<file path="config.mk">
export PLATFORM = sky130hd
export DESIGN_NAME = ll_multi_fifo_quota
export DESIGN_NICKNAME = d
export VERILOG_FILES = /design/src/rtl/ll_multi_fifo_quota.sv
export SDC_FILE = /design/constraint.sdc
export NUM_CORES = 1
export LEC_CHECK = 0
export ABC_CLOCK_PERIOD_IN_PS = 10800
export CAP_MARGIN = 20
export CELL_PAD_IN_SITES_DETAIL_PLACEMENT = 0
export CELL_PAD_IN_SITES_GLOBAL_PLACEMENT = 2
export CORE_MARGIN = 8
export CORE_UTILIZATION = 44
export DETAILED_ROUTE_END_ITERATION = 7
export PLACE_DENSITY_LB_ADDON = 0.2
export SLEW_MARGIN = 20
export SYNTH_ARGS = -nofsm -noshare
export SYNTH_HDL_FRONTEND = slang
export SYNTH_SLANG_ARGS = --single-unit
</file>
<file path="constraint.sdc">
create_clock -name clk -period 10.8 [get_ports clk]
set_input_delay 2.16 -clock clk [delete_from_list [all_inputs] [get_ports clk]]
set_output_delay 2.16 -clock clk [all_outputs]
set_load 0.005 [all_outputs]
</file>
<file path="src/rtl/ll_multi_fifo_quota.sv">
// Shared-storage multi-queue FIFO: NUM_FIFOS linked-list queues threaded through one
// DEPTH-entry RAM, with a circular free list, per-queue counts and a per-queue quota.
module ll_multi_fifo_quota #(
  parameter int WIDTH     = 8,
  parameter int DEPTH     = 8,
  parameter int NUM_FIFOS = 4,
  parameter int QUOTA     = DEPTH,
  parameter int PTR_WIDTH = $clog2(DEPTH),
  parameter int SEL_WIDTH = $clog2(NUM_FIFOS),
  parameter int CNT_WIDTH = $clog2(DEPTH + 1)
) (
  input  logic                           clk,
  input  logic                           rst,
  input  logic                           push,
  input  logic [SEL_WIDTH-1:0]           push_sel,
  input  logic [WIDTH-1:0]               data_in,
  input  logic                           pop,
  input  logic [SEL_WIDTH-1:0]           pop_sel,
  output logic [WIDTH-1:0]               data_out,
  output logic [NUM_FIFOS-1:0]           empty,
  output logic                           full,
  output logic [NUM_FIFOS-1:0]           quota_full,
  output logic [NUM_FIFOS*CNT_WIDTH-1:0] count,
  output logic [CNT_WIDTH-1:0]           free_count,
  output logic                           push_err,
  output logic                           pop_err
);

  logic [WIDTH-1:0]     mem_q  [DEPTH];
  logic [PTR_WIDTH-1:0] nxt_q  [DEPTH];
  logic [PTR_WIDTH-1:0] fl_q   [DEPTH];
  logic [PTR_WIDTH-1:0] head_q [NUM_FIFOS];
  logic [PTR_WIDTH-1:0] head_d [NUM_FIFOS];
  logic [PTR_WIDTH-1:0] tail_q [NUM_FIFOS];
  logic [PTR_WIDTH-1:0] tail_d [NUM_FIFOS];
  logic [CNT_WIDTH-1:0] cnt_q  [NUM_FIFOS];
  logic [CNT_WIDTH-1:0] cnt_d  [NUM_FIFOS];
  logic [PTR_WIDTH:0]   fl_rd_q, fl_rd_d, fl_wr_q, fl_wr_d, fl_occ;
  logic                 push_err_q, push_err_d, pop_err_q, pop_err_d;
  logic                 push_sel_ok, pop_sel_ok, push_ok, pop_ok, same_q, nxt_we;
  logic [SEL_WIDTH-1:0] push_idx, pop_idx;
  logic [PTR_WIDTH-1:0] f_idx, h_idx;
  int                   occ_sum;

  // Out-of-range selects are steered to queue 0 for reads and rejected below.
  assign push_sel_ok = int'(push_sel) < NUM_FIFOS;
  assign pop_sel_ok  = int'(pop_sel) < NUM_FIFOS;
  assign push_idx    = push_sel_ok ? push_sel : '0;
  assign pop_idx     = pop_sel_ok ? pop_sel : '0;

  assign fl_occ     = fl_wr_q - fl_rd_q;
  assign free_count = CNT_WIDTH'(fl_occ);
  assign full       = (fl_occ == '0);
  assign f_idx      = fl_q[fl_rd_q[PTR_WIDTH-1:0]];
  assign h_idx      = head_q[pop_idx];

  assign push_ok = push & push_sel_ok & ~full & (cnt_q[push_idx] != CNT_WIDTH'(QUOTA));
  assign pop_ok  = pop & pop_sel_ok & (cnt_q[pop_idx] != '0);
  assign same_q  = pop_ok & (pop_idx == push_idx);
  assign nxt_we  = push_ok & (cnt_q[push_idx] != '0);

  assign data_out = (pop_sel_ok && cnt_q[pop_idx] != '0) ? mem_q[h_idx] : '0;
  assign push_err = push_err_q;
  assign pop_err  = pop_err_q;

  always_comb begin
    for (int i = 0; i < NUM_FIFOS; i++) begin
      empty[i]                        = (cnt_q[i] == '0);
      quota_full[i]                   = (cnt_q[i] == CNT_WIDTH'(QUOTA));
      count[i*CNT_WIDTH +: CNT_WIDTH] = cnt_q[i];
    end
  end

  // Pop is applied first so a same-queue push sees the decremented count and can override head.
  always_comb begin
    head_d     = head_q;
    tail_d     = tail_q;
    cnt_d      = cnt_q;
    fl_rd_d    = fl_rd_q;
    fl_wr_d    = fl_wr_q;
    push_err_d = push & ~push_ok;
    pop_err_d  = pop & ~pop_ok;
    if (pop_ok) begin
      head_d[pop_idx] = nxt_q[h_idx];
      cnt_d[pop_idx]  = cnt_d[pop_idx] - CNT_WIDTH'(1);
      fl_wr_d         = fl_wr_q + (PTR_WIDTH + 1)'(1);
    end
    if (push_ok) begin
      if (cnt_q[push_idx] == '0 || (same_q && cnt_q[push_idx] == CNT_WIDTH'(1)))
        head_d[push_idx] = f_idx;
      tail_d[push_idx] = f_idx;
      cnt_d[push_idx]  = cnt_d[push_idx] + CNT_WIDTH'(1);
      fl_rd_d          = fl_rd_q + (PTR_WIDTH + 1)'(1);
    end
  end

  always_ff @(posedge clk) begin
    if (rst) begin
      fl_rd_q    <= '0;
      fl_wr_q    <= (PTR_WIDTH + 1)'(DEPTH);
      push_err_q <= 1'b0;
      pop_err_q  <= 1'b0;
      for (int i = 0; i < DEPTH; i++) fl_q[i] <= PTR_WIDTH'(i);
      for (int i = 0; i < NUM_FIFOS; i++) begin
        head_q[i] <= '0;
        tail_q[i] <= '0;
        cnt_q[i]  <= '0;
      end
    end else begin
      fl_rd_q    <= fl_rd_d;
      fl_wr_q    <= fl_wr_d;
      push_err_q <= push_err_d;
      pop_err_q  <= pop_err_d;
      head_q     <= head_d;
      tail_q     <= tail_d;
      cnt_q      <= cnt_d;
      if (pop_ok) fl_q[fl_wr_q[PTR_WIDTH-1:0]] <= h_idx;
    end
  end

  // Storage is not reset; only linked entries are ever read.
  always_ff @(posedge clk) begin
    if (push_ok) mem_q[f_idx] <= data_in;
    if (nxt_we) nxt_q[tail_q[push_idx]] <= f_idx;
  end

  always_comb begin
    occ_sum = int'(fl_occ);
    for (int i = 0; i < NUM_FIFOS; i++) occ_sum = occ_sum + int'(cnt_q[i]);
  end

  a_occupancy: assert property (@(posedge clk) disable iff (rst) occ_sum == DEPTH);

endmodule
</file>
# Word-level counts from Yosys, hierarchy flattened
# Memory sizes are Yosys's and may differ from the RTL's. A register that Yosys moved wholly into a read port is not among the register bits.
# Index checks and enable logic that the tools add are counted.
# totals
regBits,50
ramBits,112
inputBits,16
out_inout_bits,39
word_cells,108
n_memories,3
# memory_table
name,depth,width,read_ports,rd_clocked_by_memory_dff,write_ports,line_no,rtl
mem_q,8,8,1,0,1,29,logic [WIDTH-1:0] mem_q [DEPTH];
fl_q,8,3,1,1,8,31,logic [PTR_WIDTH-1:0] fl_q [DEPTH];
nxt_q,8,3,1,0,1,30,logic [PTR_WIDTH-1:0] nxt_q [DEPTH];
# classes
addsub,5
n_lt_le_gt_ge,4
n_eq_ne,7
n_mux,48
n_bitwise,12
n_reduce_logical,13
# ops
operator,count
$bwmux W12,3
$mux W12,3
$bwmux W16,2
$mux W16,2
$mux W4,8
$mux W3,10
$bmux W4 S2,3
$logic_not A4 Y1,6
$demux W4 S2,2
$eq A4 B4 Y1 const B,4
$add A4 B1 Y4 const B,3
$bmux W3 S2,2
$demux W3 S2,2
$mux W1,10
$mux W8,1
$reduce_bool A4 Y1,2
$and A1 B1 Y1,7
$ge A3 B3 Y1 const B,2
$lt A3 B1 Y1 const B,2
$not A2 Y3,2
$eq A4 B1 Y1 const B,1
$ne A4 B4 Y1 const B,1
$sub A4 B1 Y4 const B,1
$sub A4 B4 Y4,1
5 further kinds,9

# Logic depth before layout (Yosys ltp)
# logic_depth
depth_word,13
ltp_mapped,14
ltp_nobuf,11

# Least setup slack after synthesis
# OpenSTA, ideal clock, no wires.
# synth_timing
path_type,input to output
from,input pop_sel[1]
to,output data_out[0]
t_arrival_ns,4.224
required_time_ns,8.640
path_slack_ns,4.416
path_stages,10
path_buffers,4
path_cell_list,clkbuf_4 buf_1 mux4_2 inv_1 ha_1 buf_6 nand2b_1 o31ai_1 clkbuf_1 a21oi_1
# synth_via
elab_chain_len,6
elab_cells_between_ends,10
cone_classes,mux (7); bitwise (1); reduce/logical (1); memory (1)
# synth_rtl
element,line_no,rtl
from (decl),18,"input logic [SEL_WIDTH-1:0] pop_sel,"
$not A2 Y3 (not written as such) *,"55, 62",
$bmux W3 S2 or $bmux W4 S2 (tied branches),"55, 62",
$mux W3 (not written as such) or $mux W4 (tied branches) (2 in series),"55, 62",
$mem_v2 Z8 W8 or $reduce_bool A4 Y1 (tied branches),-,
$mux W8 *,62,assign data_out = (pop_sel_ok && cnt_q[pop_idx] != '0) ? mem_q[h_idx] : '0;
to (decl),19,"output logic [WIDTH-1:0] data_out,"
# Every way passes the cells marked *; elsewhere a longest branch is shown, timed or not. The select of a mux whose other input is x is not followed.

# Worst setup path after layout
# layout_timing
from,input pop_sel[0]
to,output data_out[6]
# Same word-level chain as after synthesis.

==> impl_results.md <==
* # nets final at 719
* Biggest area consumer among synthesized cells: edfxtp_1
* Num rows at 49
* Final worst path period share at 68.8%
* TritonCTS sink count at 165
* # hold bufs at CTS at 0
* HP Start: tail_q[0]
* Post-synthesis register bit count at 165
* First DRT Iteration DRCs at 348
* Area Growth Syn to Fin at 16.1%
* Most instantiated library cell after synthesis: edfxtp_1
* Crit. Startpoint: pop_sel[0]
* Layout cell share with drive strength beyond 1 at 15.7%
* Mux contribution to synthesized area at 16.0%
* Post-synthesis simple-gate area fraction at 13.6%
* # setup viols final at 0
* Crit start category: input pin
* GRT Residual Overflow at 0
* Clock Latency Late Sink at 420 ps
* Post-synth EDFFs at 112
* Diodes inserted at 0
* Worst r2r src: count[13]
* WP data required at 8640 ps
* Worst r2r dst: count[14]
* Maximum root-to-sink buffer count at 2
* Worst R2R Path Depth at 11
* Root Driver: clkbuf_16
* Post-synthesis adder-cell area fraction at 1.49%
* CORE AREA at 18,000 um2
* Max Clock Skew at 11.7 ps
* Final estimated routing congestion in global placement at 0.842
* Leakage at 3.07 nW
* Io pins at 55
* Syn avg cell area at 12.5 um2
* Reg2reg setup slack at 6810 ps
* CTS tree: built
* Crit path DAT at 5270 ps
* Xor/xnor cell area share of the yosys netlist at 1.62%
* Largest family of logic cells by synthesized area: multiplexers
* Clock transition at the registers of the reported paths at 60 ps
* Max-slew violations at 0
* DP Worst Slack at 3380 ps
* Crit Path Max Fanout at 23
* PostCTS Resize Cnt at 0
* Slew Limit Headroom at 36.9%
* CP Class: input pin to output port
* Final HPWL DP at 13,600 um
* Vias/cell at 5.75
* Sequential-to-total area share from yosys stat at 54.7%
* Drt first pass iters at 5
* Die width at 152 um
* Cells after Synth at 647
* Initial core utilization at 44.9%
* Post-CTS setup buffers at 0
* Port Buffers at 54
* Vias in the first global route at 5,429
* Worst Hold Class: register to register
* Worst Setup End Kind: output port
* Placed instance area at 8790 um2
* Mapped Nets at 672
* Die ar. at 23,000 um2
* Setup crit end: data_out[6]
* Gr usage total at 17.5%
* Total Neg Setup Slack at 0 ps
* CTS Buf Count at 17
* Routed Antenna Nets at 0
* DRC Markers at 0
* Routed len/inst at 20.6 um
* Largest net degree at the start of global routing at 69
* Worst VDD drop at 0.120 mV
* RSZ-0062 raised after global routing: false
* Top-area cell type share of the netlist area at 41.6%
* Minimum clock period at 7430 ps
* Pwr/cell area at 187 nW/um2
* Synth cell count leaders: edfxtp_1, nor2_1, dfxtp_1
* Async set-or-reset flop fraction in the synthesized netlist at 0%
* Detailed-route via count at 5,380
* Yosys warns at 0
* Max Cap Viol at 0
* Die Y-Extent at 152 um
* Worst setup margin at 3370 ps
* Initial antenna violation count at 0
* First-pass GRT wire length at 30,300 um
* Status: completed
* Htree depth at 4
* Final Hold Viols at 0
* Compound-Gate Fraction of Synth Area at 9.08%
* Mapped Area at 8090 um2
* Final WL at 19,200 um
* Worst-Margin Slew at 943 ps
* Post-synth cell types at 62
* Largest cells by area after synthesis: edfxtp_1, dfxtp_1, mux4_2
* Fin area at 9390 um2
* Synth Flop Type: edfxtp_1
* Max Clock Freq at 0.135 GHz
worst min-delay path by stage:
stage | slack, ps | to | cells past startpoint
3_3_place_gp | 490 | tail_q[3] | 2
5_1_grt | 530 | tail_q[1] | 2
6_report | 500 | tail_q[0] | 2
4_1_cts | 500 | tail_q[0] | 2
2_1_floorplan | 480 | tail_q[3] | 2
3_5_place_dp | 490 | tail_q[1] | 2
power by group:
| part | switching (W) | internal (W) |
|---|---|---|
| clock network | 0.000263 | 0.000350 |
| logic | 0.000215 | 0.000164 |
| registers | 0.0000338 | 0.000735 |
cells by family after synthesis:
logic type	after synthesis
multiplexers	81
adder cells (fa/ha/maj)	9
AO/OA/AOI/OAI	101
XOR/XNOR	15
flip-flops	165
buffers and inverters	53
AND/OR/NAND/NOR	223
per-layer routing:
metal	track usage, %	share of wire (%)	routed length (um)	vias to the layer above
li1	-	-	-	2562
met1	23.6	46	8810	2639
met2	27.9	48	9260	157
met3	3.00	4.6	881	22
met4	6.12	1.5	287	0
met5	0	0	0	-
layout make-up:
class                      count  area (um2)
fill                        1591        8640
multi-input combinational    429        3400
tap                          229         287
sequential                   165        4420
inverter                      19        85.1
timing repair buffer          62         596
clock buffer                  19         433
clock inverter                13         165
cell usage in the layout (no fill, tap or decap), types with 3 or more instances in the layout:
master | netlist | layout
o311ai_1 | 3 | 3
nor2_1 | 62 | 62
nor3b_1 | 6 | 6
mux2_1 | 9 | 9
clkbuf_16 | 0 | 17
o21ai_0 | 12 | 12
dfxtp_1 | 53 | 53
nor2b_1 | 3 | 3
mux4_2 | 35 | 35
o31ai_1 | 7 | 6
a221oi_1 | 12 | 12
mux2i_1 | 23 | 23
or2_1 | 6 | 6
nor4_1 | 10 | 10
nand4_1 | 4 | 4
o22ai_1 | 7 | 7
a21oi_1 | 26 | 26
nand2_1 | 47 | 47
edfxtp_1 | 112 | 112
mux2_2 | 13 | 13
a211oi_1 | 16 | 16
xnor2_1 | 8 | 8
buf_4 | 0 | 8
xor2_1 | 7 | 7
inv_1 | 17 | 17
o31a_1 | 3 | 3
clkdlybuf4s50_1 | 0 | 53
o21ai_1 | 4 | 3
nand3_1 | 15 | 15
ha_1 | 8 | 8
nor3_1 | 22 | 20
inv_6 | 0 | 6
nand2b_1 | 21 | 21
or3_1 | 5 | 5
or2_2 | 7 | 7
and3_1 | 4 | 4
sequential cells by signal, summed over array words and instances (netlist names), named ones only:
name	cells
fl_rd_q	4
push_err	1
mem_q	64
count	16
tail_q	12
nxt_q	24
pop_err	1
fl_q	24
head_q	12
fl_wr_q	4
worst max-delay path, stage by stage:
cell and delay, ps:
clkdlybuf4s50_1 460, buf_4 300, mux4_2 560, inv_1 100, ha_1 430, nand2b_1 180, o31ai_2 270, buf_4 260
a21oi_1 90, clkdlybuf4s50_1 460
through the flow:
step	cells	total power, W	hold slack, ps	utilization, %
floorplan	647	0.00102	475	-
global placement	904	0.00116	485	48.8
detailed placement	904	0.00116	492	48.8
CTS	936	0.00178	499	52.1
global route	936	0.00184	534	52.1
finish	936	0.00176	500	52.1
Note: power is estimated with default switching activity, not from simulation.
